### config.mk
export PLATFORM = sky130hd
export DESIGN_NAME = ysyx_22050243_trap_csr_ctrl_flat
export DESIGN_NICKNAME = d
export VERILOG_FILES = /design/src/rtl/ysyx_22050243_trap_csr_ctrl_pkg.sv /design/src/rtl/ysyx_22050243_trap_csr_ctrl_if.sv /design/src/rtl/ysyx_22050243_trap_csr_ctrl_mstatus_reg.sv /design/src/rtl/ysyx_22050243_trap_csr_ctrl.sv /design/src/flat_wrapper.sv
export SDC_FILE = /design/constraint.sdc
export NUM_CORES = 1
export LEC_CHECK = 0
export ABC_AREA = 1
export BUFFER_PORTS_ARGS = -buffer_cell sky130_fd_sc_hd__buf_4
export CAP_MARGIN = 20
export CORE_MARGIN = 2
export CORE_UTILIZATION = 34
export CTS_CLUSTER_DIAMETER = 120
export CTS_CLUSTER_SIZE = 24
export DETAILED_ROUTE_END_ITERATION = 16
export PLACE_DENSITY = 0.6
export SYNTH_ARGS = -nofsm -noshare
export SYNTH_HDL_FRONTEND = slang
export SYNTH_HIERARCHICAL = 1
export SYNTH_SLANG_ARGS = --single-unit
export TNS_END_PERCENT = 10
### constraint.sdc
create_clock -name clk -period 2.3 [get_ports clk]
set_clock_uncertainty 0.15 [all_clocks]
set_input_delay 0.115 -clock clk [delete_from_list [all_inputs] [get_ports clk]]
set_output_delay 0.115 -clock clk [all_outputs]
set_load 0.1 [all_outputs]
### src/rtl/ysyx_22050243_trap_csr_ctrl_pkg.sv
// Shared CSR addresses, mstatus field positions, trap causes and FSM states
// for the machine-mode trap controller.
package ysyx_22050243_csr_pkg;

    localparam logic [11:0] CSR_MSTATUS = 12'h300;
    localparam logic [11:0] CSR_MIE     = 12'h304;
    localparam logic [11:0] CSR_MTVEC   = 12'h305;
    localparam logic [11:0] CSR_MEPC    = 12'h341;
    localparam logic [11:0] CSR_MCAUSE  = 12'h342;

    localparam int MSTATUS_MIE    = 3;
    localparam int MSTATUS_MPIE   = 7;
    localparam int MSTATUS_MPP_LO = 11;
    localparam int MSTATUS_MPP_HI = 12;

    localparam int CAUSE_ECALL_M    = 11;
    localparam int CAUSE_IRQ_MTIMER = 7;

    typedef enum logic {
        ST_IDLE,
        ST_REDIRECT
    } trap_state_e;

endpackage

### src/rtl/ysyx_22050243_trap_csr_ctrl_if.sv
// WB-stage trap/CSR bundle: the pipeline side is master, the trap controller is slave.
interface ysyx_22050243_trap_csr_ctrl_if #(
    parameter int ADDR_WIDTH      = 12,
    parameter int DBUS_DATA_WIDTH = 64
);
    logic                       wb_valid;
    logic [1:0]                 excep_csr_update;
    logic                       mret_csr_update;
    logic [DBUS_DATA_WIDTH-1:0] wb_pc;
    logic [DBUS_DATA_WIDTH-1:0] wb_next_pc;
    logic                       csr_wen;
    logic [ADDR_WIDTH-1:0]      csr_addr;
    logic [DBUS_DATA_WIDTH-1:0] csr_wdata;
    logic [DBUS_DATA_WIDTH-1:0] csr_rdata;
    logic [DBUS_DATA_WIDTH-1:0] mstatus;
    logic [DBUS_DATA_WIDTH-1:0] mie;
    logic                       redirect_valid;
    logic [DBUS_DATA_WIDTH-1:0] redirect_pc;
    logic                       redirect_ready;
    logic                       trap_busy;

    modport master (
        output wb_valid, excep_csr_update, mret_csr_update, wb_pc, wb_next_pc,
               csr_wen, csr_addr, csr_wdata, redirect_ready,
        input  csr_rdata, mstatus, mie, redirect_valid, redirect_pc, trap_busy
    );

    modport slave (
        input  wb_valid, excep_csr_update, mret_csr_update, wb_pc, wb_next_pc,
               csr_wen, csr_addr, csr_wdata, redirect_ready,
        output csr_rdata, mstatus, mie, redirect_valid, redirect_pc, trap_busy
    );
endinterface

### src/rtl/ysyx_22050243_trap_csr_ctrl_mstatus_reg.sv
// mstatus holder: only MIE/MPIE are state, MPP is hard-wired to machine mode.
// Update priority is trap entry, then mret, then CSR write.
module ysyx_22050243_mstatus_reg
    import ysyx_22050243_csr_pkg::*;
#(
    parameter int XLEN = 64
) (
    input  logic            clk,
    input  logic            rst_n,
    input  logic            trap_i,
    input  logic            mret_i,
    input  logic            wen_i,
    input  logic            wmie_i,
    input  logic            wmpie_i,
    output logic [XLEN-1:0] mstatus_o
);
    logic mie_q, mie_d;
    logic mpie_q, mpie_d;

    // NOTE: hold-value defaults first so no path through this block infers a latch.
    always_comb begin
        mie_d  = mie_q;
        mpie_d = mpie_q;
        if (trap_i) begin
            mpie_d = mie_q;
            mie_d  = 1'b0;
        end else if (mret_i) begin
            mie_d  = mpie_q;
            mpie_d = 1'b1;
        end else if (wen_i) begin
            mie_d  = wmie_i;
            mpie_d = wmpie_i;
        end
    end

    // NOTE: non-blocking assignments keep every flop sampling pre-edge values.
    always_ff @(posedge clk or negedge rst_n) begin
        if (!rst_n) begin
            mie_q  <= 1'b0;
            mpie_q <= 1'b0;
        end else begin
            mie_q  <= mie_d;
            mpie_q <= mpie_d;
        end
    end

    always_comb begin
        mstatus_o                                = '0;
        mstatus_o[MSTATUS_MPP_HI:MSTATUS_MPP_LO] = 2'b11;
        mstatus_o[MSTATUS_MPIE]                  = mpie_q;
        mstatus_o[MSTATUS_MIE]                   = mie_q;
    end
endmodule

### src/rtl/ysyx_22050243_trap_csr_ctrl.sv
// WB-stage trap controller and M-mode trap CSR file with a valid/ready PC redirect.
// Optional YSYX_22050243_VECTORED_MTVEC_EN enables vectored interrupt targets.
module ysyx_22050243_trap_csr_ctrl
    import ysyx_22050243_csr_pkg::*;
#(
    parameter int ADDR_WIDTH      = 12,
    parameter int DBUS_DATA_WIDTH = 64
) (
    input logic                          clk,
    input logic                          rst_n,
    ysyx_22050243_trap_csr_ctrl_if.slave bus_if
);
    localparam int XLEN = DBUS_DATA_WIDTH;
    localparam logic [XLEN-1:0] ECALL_CAUSE = XLEN'(CAUSE_ECALL_M);
    localparam logic [XLEN-1:0] IRQ_CAUSE   = {1'b1, (XLEN-1)'(CAUSE_IRQ_MTIMER)};

    trap_state_e     state_q;
    logic [XLEN-1:0] mie_q, mtvec_q, mepc_q, mcause_q, redirect_pc_q;
    logic [XLEN-1:0] mstatus;
    logic [XLEN-1:0] vec_base, irq_target;
    logic            idle, ecall, timer, take_trap, mret, csr_wr;

    // excep_csr_update is decoded per bit so that 2'b11 (ecall + timer) resolves to ecall.
    assign idle      = (state_q == ST_IDLE);
    assign ecall     = idle & bus_if.wb_valid & bus_if.excep_csr_update[0];
    assign timer     = idle & ~ecall & bus_if.excep_csr_update[1];
    assign take_trap = ecall | timer;
    assign mret      = idle & ~take_trap & bus_if.wb_valid & bus_if.mret_csr_update;
    assign csr_wr    = idle & ~take_trap & ~mret & bus_if.csr_wen;

    assign vec_base = {mtvec_q[XLEN-1:2], 2'b00};
`ifdef YSYX_22050243_VECTORED_MTVEC_EN
    assign irq_target = (mtvec_q[1:0] == 2'b01) ? vec_base + {IRQ_CAUSE[XLEN-3:0], 2'b00}
                                                : vec_base;
`else
    assign irq_target = vec_base;
`endif

    ysyx_22050243_mstatus_reg #(.XLEN(XLEN)) u_mstatus (
        .clk      (clk),
        .rst_n    (rst_n),
        .trap_i   (take_trap),
        .mret_i   (mret),
        .wen_i    (csr_wr && (bus_if.csr_addr == ADDR_WIDTH'(CSR_MSTATUS))),
        .wmie_i   (bus_if.csr_wdata[MSTATUS_MIE]),
        .wmpie_i  (bus_if.csr_wdata[MSTATUS_MPIE]),
        .mstatus_o(mstatus)
    );

    always_ff @(posedge clk or negedge rst_n) begin
        if (!rst_n) begin
            state_q       <= ST_IDLE;
            mie_q         <= '0;
            mtvec_q       <= '0;
            mepc_q        <= '0;
            mcause_q      <= '0;
            redirect_pc_q <= '0;
        end else begin
            case (state_q)
                ST_IDLE: begin
                    if (ecall) begin
                        mepc_q        <= bus_if.wb_pc;
                        mcause_q      <= ECALL_CAUSE;
                        redirect_pc_q <= vec_base;
                        state_q       <= ST_REDIRECT;
                    end else if (timer) begin
                        mepc_q        <= bus_if.wb_next_pc;
                        mcause_q      <= IRQ_CAUSE;
                        redirect_pc_q <= irq_target;
                        state_q       <= ST_REDIRECT;
                    end else if (mret) begin
                        redirect_pc_q <= mepc_q;
                        state_q       <= ST_REDIRECT;
                    end else if (csr_wr) begin
                        case (bus_if.csr_addr)
                            ADDR_WIDTH'(CSR_MIE):    mie_q    <= bus_if.csr_wdata;
`ifdef YSYX_22050243_VECTORED_MTVEC_EN
                            ADDR_WIDTH'(CSR_MTVEC):  mtvec_q  <= bus_if.csr_wdata;
`else
                            ADDR_WIDTH'(CSR_MTVEC):  mtvec_q  <= {bus_if.csr_wdata[XLEN-1:2], 2'b00};
`endif
                            ADDR_WIDTH'(CSR_MEPC):   mepc_q   <= {bus_if.csr_wdata[XLEN-1:2], 2'b00};
                            ADDR_WIDTH'(CSR_MCAUSE): mcause_q <= bus_if.csr_wdata;
                            default: ;
                        endcase
                    end
                end
                ST_REDIRECT: begin
                    if (bus_if.redirect_ready) state_q <= ST_IDLE;
                end
                default: state_q <= ST_IDLE;
            endcase
        end
    end

    always_comb begin
        bus_if.csr_rdata = '0;
        case (bus_if.csr_addr)
            ADDR_WIDTH'(CSR_MSTATUS): bus_if.csr_rdata = mstatus;
            ADDR_WIDTH'(CSR_MIE):     bus_if.csr_rdata = mie_q;
            ADDR_WIDTH'(CSR_MTVEC):   bus_if.csr_rdata = mtvec_q;
            ADDR_WIDTH'(CSR_MEPC):    bus_if.csr_rdata = mepc_q;
            ADDR_WIDTH'(CSR_MCAUSE):  bus_if.csr_rdata = mcause_q;
            default: ;
        endcase
    end

    // Redirect handshake comes straight off the state flop, so reset drops it asynchronously.
    assign bus_if.mstatus        = mstatus;
    assign bus_if.mie            = mie_q;
    assign bus_if.redirect_valid = (state_q == ST_REDIRECT);
    assign bus_if.trap_busy      = (state_q == ST_REDIRECT);
    assign bus_if.redirect_pc    = redirect_pc_q;
endmodule

### src/flat_wrapper.sv
// flat-port wrapper written by rule: the top's interface ports become plain ports
module ysyx_22050243_trap_csr_ctrl_flat import ysyx_22050243_csr_pkg::*;
#(
    parameter int ADDR_WIDTH      = 12,
    parameter int DBUS_DATA_WIDTH = 64
)
  (clk, rst_n, bus_if_wb_valid, bus_if_excep_csr_update, bus_if_mret_csr_update, bus_if_wb_pc, bus_if_wb_next_pc, bus_if_csr_wen, bus_if_csr_addr, bus_if_csr_wdata, bus_if_redirect_ready, bus_if_csr_rdata, bus_if_mstatus, bus_if_mie, bus_if_redirect_valid, bus_if_redirect_pc, bus_if_trap_busy);
  ysyx_22050243_trap_csr_ctrl_if #(.ADDR_WIDTH(ADDR_WIDTH), .DBUS_DATA_WIDTH(DBUS_DATA_WIDTH)) bus_if_i ();
  input logic clk;
  input logic rst_n;
  input wire logic [$bits(bus_if_i.wb_valid)-1:0] bus_if_wb_valid;
  input wire logic [$bits(bus_if_i.excep_csr_update)-1:0] bus_if_excep_csr_update;
  input wire logic [$bits(bus_if_i.mret_csr_update)-1:0] bus_if_mret_csr_update;
  input wire logic [$bits(bus_if_i.wb_pc)-1:0] bus_if_wb_pc;
  input wire logic [$bits(bus_if_i.wb_next_pc)-1:0] bus_if_wb_next_pc;
  input wire logic [$bits(bus_if_i.csr_wen)-1:0] bus_if_csr_wen;
  input wire logic [$bits(bus_if_i.csr_addr)-1:0] bus_if_csr_addr;
  input wire logic [$bits(bus_if_i.csr_wdata)-1:0] bus_if_csr_wdata;
  input wire logic [$bits(bus_if_i.redirect_ready)-1:0] bus_if_redirect_ready;
  output wire logic [$bits(bus_if_i.csr_rdata)-1:0] bus_if_csr_rdata;
  output wire logic [$bits(bus_if_i.mstatus)-1:0] bus_if_mstatus;
  output wire logic [$bits(bus_if_i.mie)-1:0] bus_if_mie;
  output wire logic [$bits(bus_if_i.redirect_valid)-1:0] bus_if_redirect_valid;
  output wire logic [$bits(bus_if_i.redirect_pc)-1:0] bus_if_redirect_pc;
  output wire logic [$bits(bus_if_i.trap_busy)-1:0] bus_if_trap_busy;
  assign bus_if_i.wb_valid = bus_if_wb_valid;
  assign bus_if_i.excep_csr_update = bus_if_excep_csr_update;
  assign bus_if_i.mret_csr_update = bus_if_mret_csr_update;
  assign bus_if_i.wb_pc = bus_if_wb_pc;
  assign bus_if_i.wb_next_pc = bus_if_wb_next_pc;
  assign bus_if_i.csr_wen = bus_if_csr_wen;
  assign bus_if_i.csr_addr = bus_if_csr_addr;
  assign bus_if_i.csr_wdata = bus_if_csr_wdata;
  assign bus_if_i.redirect_ready = bus_if_redirect_ready;
  assign bus_if_csr_rdata = bus_if_i.csr_rdata;
  assign bus_if_mstatus = bus_if_i.mstatus;
  assign bus_if_mie = bus_if_i.mie;
  assign bus_if_redirect_valid = bus_if_i.redirect_valid;
  assign bus_if_redirect_pc = bus_if_i.redirect_pc;
  assign bus_if_trap_busy = bus_if_i.trap_busy;
  ysyx_22050243_trap_csr_ctrl #(.ADDR_WIDTH(ADDR_WIDTH), .DBUS_DATA_WIDTH(DBUS_DATA_WIDTH)) u_core (.clk(clk), .rst_n(rst_n), .bus_if(bus_if_i));
endmodule
==> run_results.csv, run 1 <==
group,metric,value,unit
outcome,outcome,"finished clean",
logic_synthesis,synth_cell_types,29,
logic_synthesis,async_flop_share,100.0,%
detailed_routing,vias,20300,
detailed_routing,drt_iter0_drc,2233,
detailed_routing,wire_per_inst,21.29,um
clock_network,cts_buffers,17,
global_routing,antenna_found_initial,1,
timing,min_period,2.234,ns
final_layout,syn2layout_area_growth,35.05,%
timing,whs,0.05517,ns
global_routing,grt_max_degree,65,
place,dp.cells,3629,
clock_network,clkLatencyLatePin,0.53,ns
logic_synthesis,synth_area,18460,sq um
timing,layout_setup_ws,0.06555,ns
logic_synthesis,synth.avg_cell_area,6.988,sq um
power,vdd_drop_max,0.0008178,V
logic_synthesis,synth_enable_flop_cells,0,
global_routing,overflow,0,
place,post_dp_cell_area,22310,sq um
logic_synthesis,synth_ff_type,"dfrtp_1",
place,io_buffers,407,
detailed_routing,totalWireLength,82040,um
final_layout,nets,3368,
logic_synthesis,synth_cells,2641,
timing,drv_slew,0,
worst_setup_path,worstPathRequired,2.62,ns
floorplan,die_y,237.0,um
timing,tightestPinTransition,0.5383,ns
clock_network,clockBufferDepth,3,
worst_hold_path,min_path_cells,6,
flow_run,drv_cap,0,
floorplan,start_util,34.36,%
place,gp_congestion,0.8702,
place,place_ws,0.07667,ns
floorplan,die_w,237.0,um
worst_setup_path,worst_r2r_path_depth,8,
final_layout,num-fill-cells,5331,
final_layout,finish.utilization,46.41,%
clock_network,h-tree-depth,1,
global_routing,grt_pass1_wl,120000,um
worst_setup_path,max_stage_delay,0.58,ns
clock_network,path_clk_slew,0.10,ns
floorplan,die-area,56160,sq um
floorplan,io_pins,470,
final_layout,layout-drive-gt1-share,17.45,%
worst_hold_path,hp-class,"in2reg",
floorplan,core,53710,sq um
detailed_routing,drt-vias-per-instance,5.269,
worst_setup_path,cpMaxStageDelayCell,"dlygate4sd3_1",
worst_setup_path,reg2reg_from,"u_core/bus_if.redirect_valid",
timing,period_share,97.15,%
logic_synthesis,synth_seq_cells,321,
logic_synthesis,synth_seq_area_share,43.52,%
timing,timing.slew.headroom,64.12,%
final_layout,fin_area,24930,sq um
place,place_hpwl,51950,um
final_layout,antenna_cells,0,
clock_network,cts_tree,"yes",
worst_setup_path,startpoint_type,"flip-flop",
timing,finalSetupViolCount,0,
detailed_routing,dr.pass1.iters,6,
timing,fmax,0.4475,GHz
worst_setup_path,arrival,2.56,ns
timing,hold_viol_final,0,
clock_network,root_buffer,"clkbuf_16",
clock_network,cts.sink_count,321,
power,power.density,960.9,nW/um^2
worst_setup_path,crit_top_cell,"nand3_1",
power,leakage,13.29,nW
worst_hold_path,hold_start,"bus_if_excep_csr_update[1]",
worst_setup_path,crit_path_end_kind,"flip-flop",
final_layout,fin_cells,3853,
global_routing,grt_pass1_vias,19880,
detailed_routing,ant_nets,0,
worst_setup_path,critical_path_class,"reg2reg",
worst_setup_path,crit_start,"u_core/bus_if.redirect_valid",
worst_setup_path,cp_max_fo,32,
logic_synthesis,ys.warnings.count,6,
detailed_routing,drc,0,
global_routing,grt.total_usage,27.80,%
timing,rsz0062_at_grt,"yes",
floorplan,rows,85,
worst_setup_path,path_cells,"clkinv_4 -> nand2_4 -> buf_6 -> nand3_1 -> nand3_1 -> dlygate4sd3_1 -> nand3_1 -> nand2_1",
logic make-up (layout without fill, tap and decap cells):
logic type,count (synthesis),in the layout,synth area share (%)
simple gates,1759,1759,41.47
buf+inv,425,881,11.23
flops,321,321,43.52
compound gates,134,134,3.735
other cells,2,62,0.04069
cell usage after synthesis (2+ instances only):
cell | count | share of area [%]
inv_2 | 5 | 0.10
nand2_1 | 968 | 20
or2_2 | 2 | 0.068
buf_6 | 2 | 0.12
nand2_2 | 9 | 0.31
buf_4 | 88 | 3.6
nand4_1 | 2 | 0.068
nand2_4 | 4 | 0.24
buf_2 | 102 | 2.8
o21ai_0 | 99 | 2.7
dfrtp_1 | 321 | 44
a22o_1 | 4 | 0.19
nor2_1 | 135 | 2.7
nand3b_1 | 61 | 2.5
nor2_4 | 3 | 0.18
nor2_2 | 3 | 0.10
conb_1 | 2 | 0.041
inv_1 | 165 | 3.4
nand3_1 | 569 | 15
clkbuf_1 | 40 | 0.81
o21ai_1 | 29 | 0.79
buf_1 | 21 | 0.43
sequential cells by signal, summed over array words and instances (netlist names):
| name | cells |
|---|---|
| u_core/u_mstatus/mie_q | 1 |
| u_core/bus_if.redirect_valid | 1 |
| u_core/mepc_q | 64 |
| u_core/mcause_q | 64 |
| u_core/bus_if.mie | 64 |
| u_core/mtvec_q | 62 |
| u_core/bus_if.redirect_pc | 64 |
| u_core/u_mstatus/mpie_q | 1 |
cell type report:
cell class	count	area, sq um	area share [%]
clock buffer	18	429.2	1.722
multi-input combinational	1955	8675	34.80
inverter	171	650.6	2.610
tap	696	870.8	3.494
timing repair buffer	690	6247	25.06
sequential	321	8034	32.23
clock inverter	2	18.77	0.07530
power by group:
part / leakage (nW) / switching, mW / internal (mW) / total, mW
combinational: 8.84 / 9.17 / 3.24 / 12.4
sequential: 4.24 / 1.04 / 7.13 / 8.17
clock: 0.217 / 2.02 / 1.36 / 3.38
total: 13.3 / 12.2 / 11.7 / 24.0
through the flow:
step           power (mW)   TNS, ns
3_5_place_dp        19.83         0
2_1_floorplan       16.29         0
3_3_place_gp        19.69         0
5_1_grt             25.12  -0.01312
4_1_cts             23.68         0
6_report            23.95         0
final timing paths:
kind | end | slack, ns
worst min-delay path | u_core/bus_if.redirect_pc[54] | 0.06
min in group asynchronous | u_core/mcause_q[6] | 0.14
worst min register to register | u_core/mcause_q[58] | 0.33
max in group asynchronous | u_core/bus_if.redirect_pc[8] | 0.98
worst max register to register | u_core/mepc_q[50] | 0.07
worst max-delay path | u_core/mepc_q[50] | 0.07
cell usage in the layout (no fill, tap or decap), types with 3 or more instances in the layout:
cell type / netlist / layout
nand2_1: 968 / 966
nand3_1: 569 / 569
buf_4: 88 / 447
dfrtp_1: 321 / 320
dlygate4sd3_1: 0 / 195
inv_1: 165 / 165
nor2_1: 135 / 130
o21ai_0: 99 / 99
conb_1: 2 / 62
nand3b_1: 61 / 61
buf_12: 0 / 36
o21ai_1: 29 / 29
clkbuf_16: 0 / 20
nor2_4: 3 / 10
nand2_4: 4 / 9
nand2_2: 9 / 5
a22o_1: 4 / 4
buf_6: 2 / 4
clkinv_2: 1 / 3
critical path: cells and delay by family, from the launching register on:
| family | cells | cell delay [ns] |
|---|---|---|
| simple gates | 5 | 0.62 |
| buf+inv | 3 | 1.00 |
| flops | 1 | 0.40 |
repair_timing:
| item | 4_1_cts | 5_1_grt |
|---|---|---|
| hold buffers | 196 | 0 |
| hold endpoints to repair | 578 | 0 |
| setup buffers | 0 | 4 |
| resized for setup | 0 | 12 |
| setup endpoints to repair | 0 | 31 |
layer usage:
layer / part of all wire (%) / up-vias / track usage (%) / routed length, um
met2: 46 / 1109 / 46.03 / 38000
li1: - / 9299 / - / -
met4: 3.9 / 2 / 10.38 / 3171
met1: 41 / 9720 / 36.71 / 33650
met5: 0.016 / - / 0 / 13
met3: 8.8 / 171 / 4.302 / 7205
No activity file was read; power rests on OpenSTA's default activity.
==> run 2: changes to the inputs <==
--- a/config.mk
+++ b/config.mk
@@ -14,6 +14,8 @@
 export CTS_CLUSTER_SIZE = 24
 export DETAILED_ROUTE_END_ITERATION = 16
 export PLACE_DENSITY = 0.6
+export SETUP_SLACK_MARGIN = 0.2
+export SLEW_MARGIN = 20
 export SYNTH_ARGS = -nofsm -noshare
 export SYNTH_HDL_FRONTEND = slang
 export SYNTH_HIERARCHICAL = 1
==> run 2 against run 1 <==
Against the previous run:
- cell count hardly changed
- global-route usage is 0.14 points lower
- combinational power hardly changed
- core utilization is 0.14 points lower
==> run_results.csv, run 2 (same netlist as run 1, synthesis figures left out) <==
group,metric,value,unit
outcome,outcome,"finished clean",
final_layout,nets,3367,
worst_setup_path,crit_start,"bus_if_csr_addr[10]",
floorplan,start_util,34.36,%
worst_setup_path,cpMaxStageDelayCell,"buf_4",
worst_hold_path,hp-class,"in2reg",
worst_setup_path,crit_family,"simple AND/OR/NAND/NOR gates",
worst_setup_path,path_cells,"buf_4 -> nor2_1 -> nand3_1 -> nor2_4 -> nand2_2 -> buf_12 -> nor2_1 -> nor2_1 -> nand2_1 -> buf_4",
power,pwr-share-clk,14.3,%
place,place_ws,0.07667,ns
worst_setup_path,cp.buffers_inverters,3,
final_layout,layout-drive-gt1-share,17.43,%
timing,drv_slew,0,
clock_network,cts_buffers,17,
global_routing,antenna_found_initial,1,
floorplan,die_w,237.0,um
worst_setup_path,worstPathRequired,2.04,ns
detailed_routing,wire_per_inst,20.95,um
power,leakage,13.25,nW
clock_network,clkLatencyLatePin,0.53,ns
final_layout,multiInputGateArea,8675,sq um
worst_setup_path,startpoint_type,"input pin",
floorplan,core,53710,sq um
timing,tns,0,ns
place,io_buffers,407,
final_layout,syn2layout_area_growth,34.63,%
timing,layout_setup_ws,0.2136,ns
final_layout,fin_area,24850,sq um
global_routing,grt.total_usage,27.66,%
timing,rsz0062_at_grt,"yes",
timing,finalSetupViolCount,0,
detailed_routing,drt-vias-per-instance,5.235,
timing,timing.slew.headroom,59.26,%
clock_network,clockBufferDepth,3,
final_layout,fin_cells,3852,
final_layout,antenna_cells,0,
worst_setup_path,arrival,1.82,ns
place,dp.cells,3629,
final_layout,register_area,8034,sq um
worst_setup_path,max_stage_delay,0.29,ns
detailed_routing,drc,0,
global_routing,grt_max_degree,65,
final_layout,finish.utilization,46.27,%
global_routing,grt_pass1_wl,119500,um
final_layout,layout_commonest_cell,"nand2_1",
power,pwr-share-seq,34.6,%
detailed_routing,vias,20170,
power,vdd_drop_max,0.0008175,V
power,power,23.62,mW
timing,whs,0.01929,ns
worst_setup_path,crit_path_end_kind,"output port",
global_routing,grt_pass1_vias,19950,
worst_hold_path,hold_start,"bus_if_excep_csr_update[1]",
clock_network,cts_tree,"yes",
clock_network,path_clk_slew,0.10,ns
floorplan,io_pins,470,
worst_setup_path,critical_path_class,"in2out",
power,power.density,950.7,nW/um^2
timing,hold_viol_final,0,
place,place_hpwl,51950,um
clock_network,root_buffer,"clkbuf_16",
power,p_comb_share,51.2,%
clock_network,h-tree-depth,1,
timing,fmax,0.4793,GHz
clock_network,cts.sink_count,321,
power,sw_frac_of_total,51.27,%
worst_setup_path,crit_top_cell,"nor2_1",
worst_setup_path,cp_max_fo,8,
floorplan,die-area,56160,sq um
power,p_int,11.51,mW
power,switchingPower,12.11,mW
timing,period_share,90.71,%
worst_setup_path,reg2reg_from,"u_core/bus_if.redirect_valid",
detailed_routing,ant_nets,0,
timing,tightestPinTransition,0.6110,ns
floorplan,rows,85,
timing,min_period,2.086,ns
detailed_routing,dr.pass1.iters,8,
floorplan,die_y,237.0,um
flow_run,drv_cap,0,
place,gp_congestion,0.8702,
detailed_routing,drt_iter0_drc,2163,
final_layout,layout_common_cells,"966 x nand2_1, 569 x nand3_1, 454 x buf_4",
detailed_routing,totalWireLength,80700,um
place,post_dp_cell_area,22310,sq um
global_routing,overflow,0,
final_layout,num-fill-cells,5330,
-- run 2: area by class of cell --
class | instances | share of cell area (%)
multi-input combinational | 1955 | 34.91
sequential | 321 | 32.33
timing repair buffer | 689 | 24.84
tap | 696 | 3.505
inverter | 171 | 2.608
clock buffer | 18 | 1.727
clock inverter | 2 | 0.07553
-- run 2: routing by layer --
| metal | vias up | track usage, % | part of all wire [%] |
|---|---|---|---|
| met2 | 1169 | 45.79 | 46 |
| met4 | 2 | 10.36 | 3.6 |
| met3 | 174 | 4.115 | 8.9 |
| li1 | 9298 | - | - |
| met5 | - | 0 | 0.016 |
| met1 | 9524 | 36.63 | 41 |
-- run 2: final timing paths --
kind / endpoint / cells after the start / slack (ns)
max reg2reg: u_core/mtvec_q[14] / 6 / 0.30
min in group asynchronous: u_core/bus_if.mie[29] / 3 / 0.50
min reg2reg: u_core/mcause_q[58] / 2 / 0.33
max: bus_if_csr_rdata[55] / 10 / 0.21
max in group asynchronous: u_core/mtvec_q[61] / 4 / 0.66
min: u_core/bus_if.redirect_pc[54] / 6 / 0.02
-- run 2: what timing repair did --
| action | in CTS | in global routing |
|---|---|---|
| buffers inserted | 3 | 3 |
| endpoints found under the hold margin | 578 | 0 |
| resized for setup | 0 | 3 |
| endpoints found under the setup margin | 13 | 213 |
| pin swaps | 1 | 2 |
| gates cloned | 0 | 2 |
| hold buffers | 195 | 0 |
-- run 2: worst reg2reg max path: stages, from the launching register on --
cell	delay (ns)
dfrtp_2	0.44
inv_4	0.12
nand2_1	0.19
nor2_4	0.36
buf_12	0.34
nand3_1	0.25
nand2_1	0.10
-- run 2: power groups by stage --
stage | clock network [mW] | registers (mW) | logic (mW)
4_1_cts | 3.46 | 8.13 | 11.9
3_5_place_dp | 0 | 8.23 | 11.6
6_report | 3.37 | 8.16 | 12.1
5_1_grt | 3.64 | 8.33 | 12.8
3_3_place_gp | 0 | 8.21 | 11.5
2_1_floorplan | 0 | 11.4 | 4.85
==> run 3: changes to the inputs <==
--- a/config.mk
+++ b/config.mk
@@ -13,7 +13,7 @@
 export CTS_CLUSTER_DIAMETER = 120
 export CTS_CLUSTER_SIZE = 24
 export DETAILED_ROUTE_END_ITERATION = 16
-export PLACE_DENSITY = 0.6
+export PLACE_DENSITY = 0.59
 export SETUP_SLACK_MARGIN = 0.2
 export SLEW_MARGIN = 20
 export SYNTH_ARGS = -nofsm -noshare
==> run 3 against run 2 <==
Against the previous run:
- cell count fell by 0.18%
- sequential cell count did not move
- core utilization shrank 0.095 points
- die area is the same
- critical endpoint is now bus_if_csr_rdata[21]
- highest routed layer is now met4
==> run_results.csv, run 3 (same netlist as run 1, synthesis figures left out) <==
group,metric,value,unit
outcome,outcome,"finished clean",
power,leakage,13.26,nW
final_layout,nets,3360,
worst_setup_path,cp_max_fo,32,
worst_setup_path,worst_r2r_path_depth,7,
timing,finalSetupViolCount,0,
place,place_hpwl,51130,um
place,gp_congestion,0.8385,
worst_setup_path,critical_path_class,"in2out",
timing,tns,0,ns
clock_network,cts_tree,"yes",
final_layout,multiInputGateArea,8678,sq um
detailed_routing,ant_nets,0,
floorplan,core,53710,sq um
global_routing,grt_pass1_wl,120100,um
final_layout,layout_common_cells,"965 x nand2_1, 569 x nand3_1, 446 x buf_4",
place,post_dp_cell_area,22230,sq um
flow_run,drv_cap,0,
timing,timing.slew.headroom,56.92,%
detailed_routing,totalWireLength,81350,um
clock_network,cts.sink_count,321,
final_layout,fin_area,24800,sq um
timing,hold_viol_final,0,
floorplan,rows,85,
worst_setup_path,crit_path_end_kind,"output port",
final_layout,layout_commonest_cell,"nand2_1",
timing,min_period,2.086,ns
floorplan,die_y,237.0,um
global_routing,antenna_found_initial,0,
worst_hold_path,hp-class,"in2async",
final_layout,num-fill-cells,5338,
detailed_routing,drt-vias-per-instance,5.201,
global_routing,grt_pass1_vias,19890,
floorplan,io_pins,470,
global_routing,grt.total_usage,27.77,%
floorplan,die_w,237.0,um
detailed_routing,vias,20000,
final_layout,syn2layout_area_growth,34.36,%
clock_network,path_clk_slew,0.10,ns
global_routing,grt_max_degree,72,
global_routing,overflow,0,
timing,fmax,0.4793,GHz
floorplan,start_util,34.36,%
clock_network,clockBufferDepth,3,
detailed_routing,drt_iter0_drc,1853,
clock_network,root_buffer,"clkbuf_16",
clock_network,clkLatencyLatePin,0.54,ns
final_layout,antenna_cells,0,
detailed_routing,wire_per_inst,21.16,um
clock_network,h-tree-depth,1,
worst_setup_path,startpoint_type,"input pin",
power,power.density,951.4,nW/um^2
final_layout,register_area,8034,sq um
timing,drv_slew,0,
timing,period_share,90.71,%
timing,rsz0062_at_grt,"yes",
worst_setup_path,arrival,1.82,ns
power,vdd_drop_max,0.0006857,V
detailed_routing,drc,0,
detailed_routing,dr.pass1.iters,6,
final_layout,layout-drive-gt1-share,17.31,%
clock_network,cts_buffers,17,
worst_setup_path,worstPathRequired,2.04,ns
place,io_buffers,407,
floorplan,die-area,56160,sq um
timing,tightestPinTransition,0.6462,ns
-- run 3: changes by cell type in the layout (fill, tap and decap cells not counted), sizes merged --
cell / before / now
dlygate4sd3: 195 / 194
inv: 169 / 168
clkinv: 3 / 5
buf: 492 / 485
clkbuf: 20 / 21
clkinvlp: 1 / 0
-- run 3: path summary, 6_finish.rpt --
path	startpoint	endpoint	slack, ns
max in group asynchronous	rst_n	u_core/mtvec_q[49]	1.47
min reg2reg	u_core/mcause_q[14]	u_core/mcause_q[14]	0.33
max	bus_if_csr_addr[10]	bus_if_csr_rdata[21]	0.21
min in group clk	bus_if_csr_wen	u_core/u_mstatus/mpie_q	0.07
min	rst_n	u_core/mtvec_q[29]	0.06
max reg2reg	u_core/bus_if.redirect_valid	u_core/mepc_q[57]	0.23
-- run 3: power breakdown --
part,switching (mW),internal [mW]
combinational,9.09,3.00
clock,2.00,1.36
sequential,1.02,7.13
total,12.1,11.5
-- run 3: area by class of cell --
cell class	count	share of cell area (%)
Inverter	171	2.614
Clock buffer	18	1.731
Clock inverter	2	0.08578
Tap cell	696	3.512
Timing Repair Buffer	682	24.66
Multi-Input combinational cell	1955	35.00
Sequential cell	321	32.40
-- run 3: timing repair --
item / in CTS / in global routing
hold buffers: 195 / 0
gates resized for setup: 3 / 10
setup endpoints to repair: 65 / 291
cloned: 0 / 3
setup buffers: 1 / 1
hold endpoints to repair: 578 / 0
pin swaps: 1 / 1
-- run 3: metrics by stage --
| step | setup WS, ns | std cells | power, mW | utilization, % | hold WS [ns] |
|---|---|---|---|---|---|
| after CTS | 0.1552 | 3841 | 23.35 | 45.95 | 0.05295 |
| final | 0.2136 | 3845 | 23.59 | 46.17 | 0.06288 |
| after global routing | 0.1295 | 3845 | 24.78 | 46.17 | 0.08301 |
| after floorplan | 0.1826 | 2701 | 16.29 | - | -0.3306 |
| after detailed placement | 0.08732 | 3625 | 19.74 | 41.39 | -0.1181 |
| after global placement | 0.09604 | 3625 | 19.59 | 41.39 | -0.1184 |
-- run 3: worst max-delay path, stage by stage --
cell and delay (ns):
buf_4 0.12, nor2_1 0.12, nand3_1 0.14, nor2_4 0.14
buf_12 0.14, buf_4 0.20, buf_12 0.21, nand3_1 0.09
nand2_1 0.07, inv_1 0.04, nand2_1 0.13, buf_6 0.25
-- run 3: metal layers --
| layer | vias up | global-route usage, % | share of wire, % |
|---|---|---|---|
| li1 | 9293 | - | - |
| met3 | 158 | 3.824 | 8.0 |
| met5 | - | 0 | 0 |
| met1 | 9527 | 37.04 | 42 |
| met4 | 0 | 9.225 | 3.2 |
| met2 | 1021 | 46.44 | 47 |
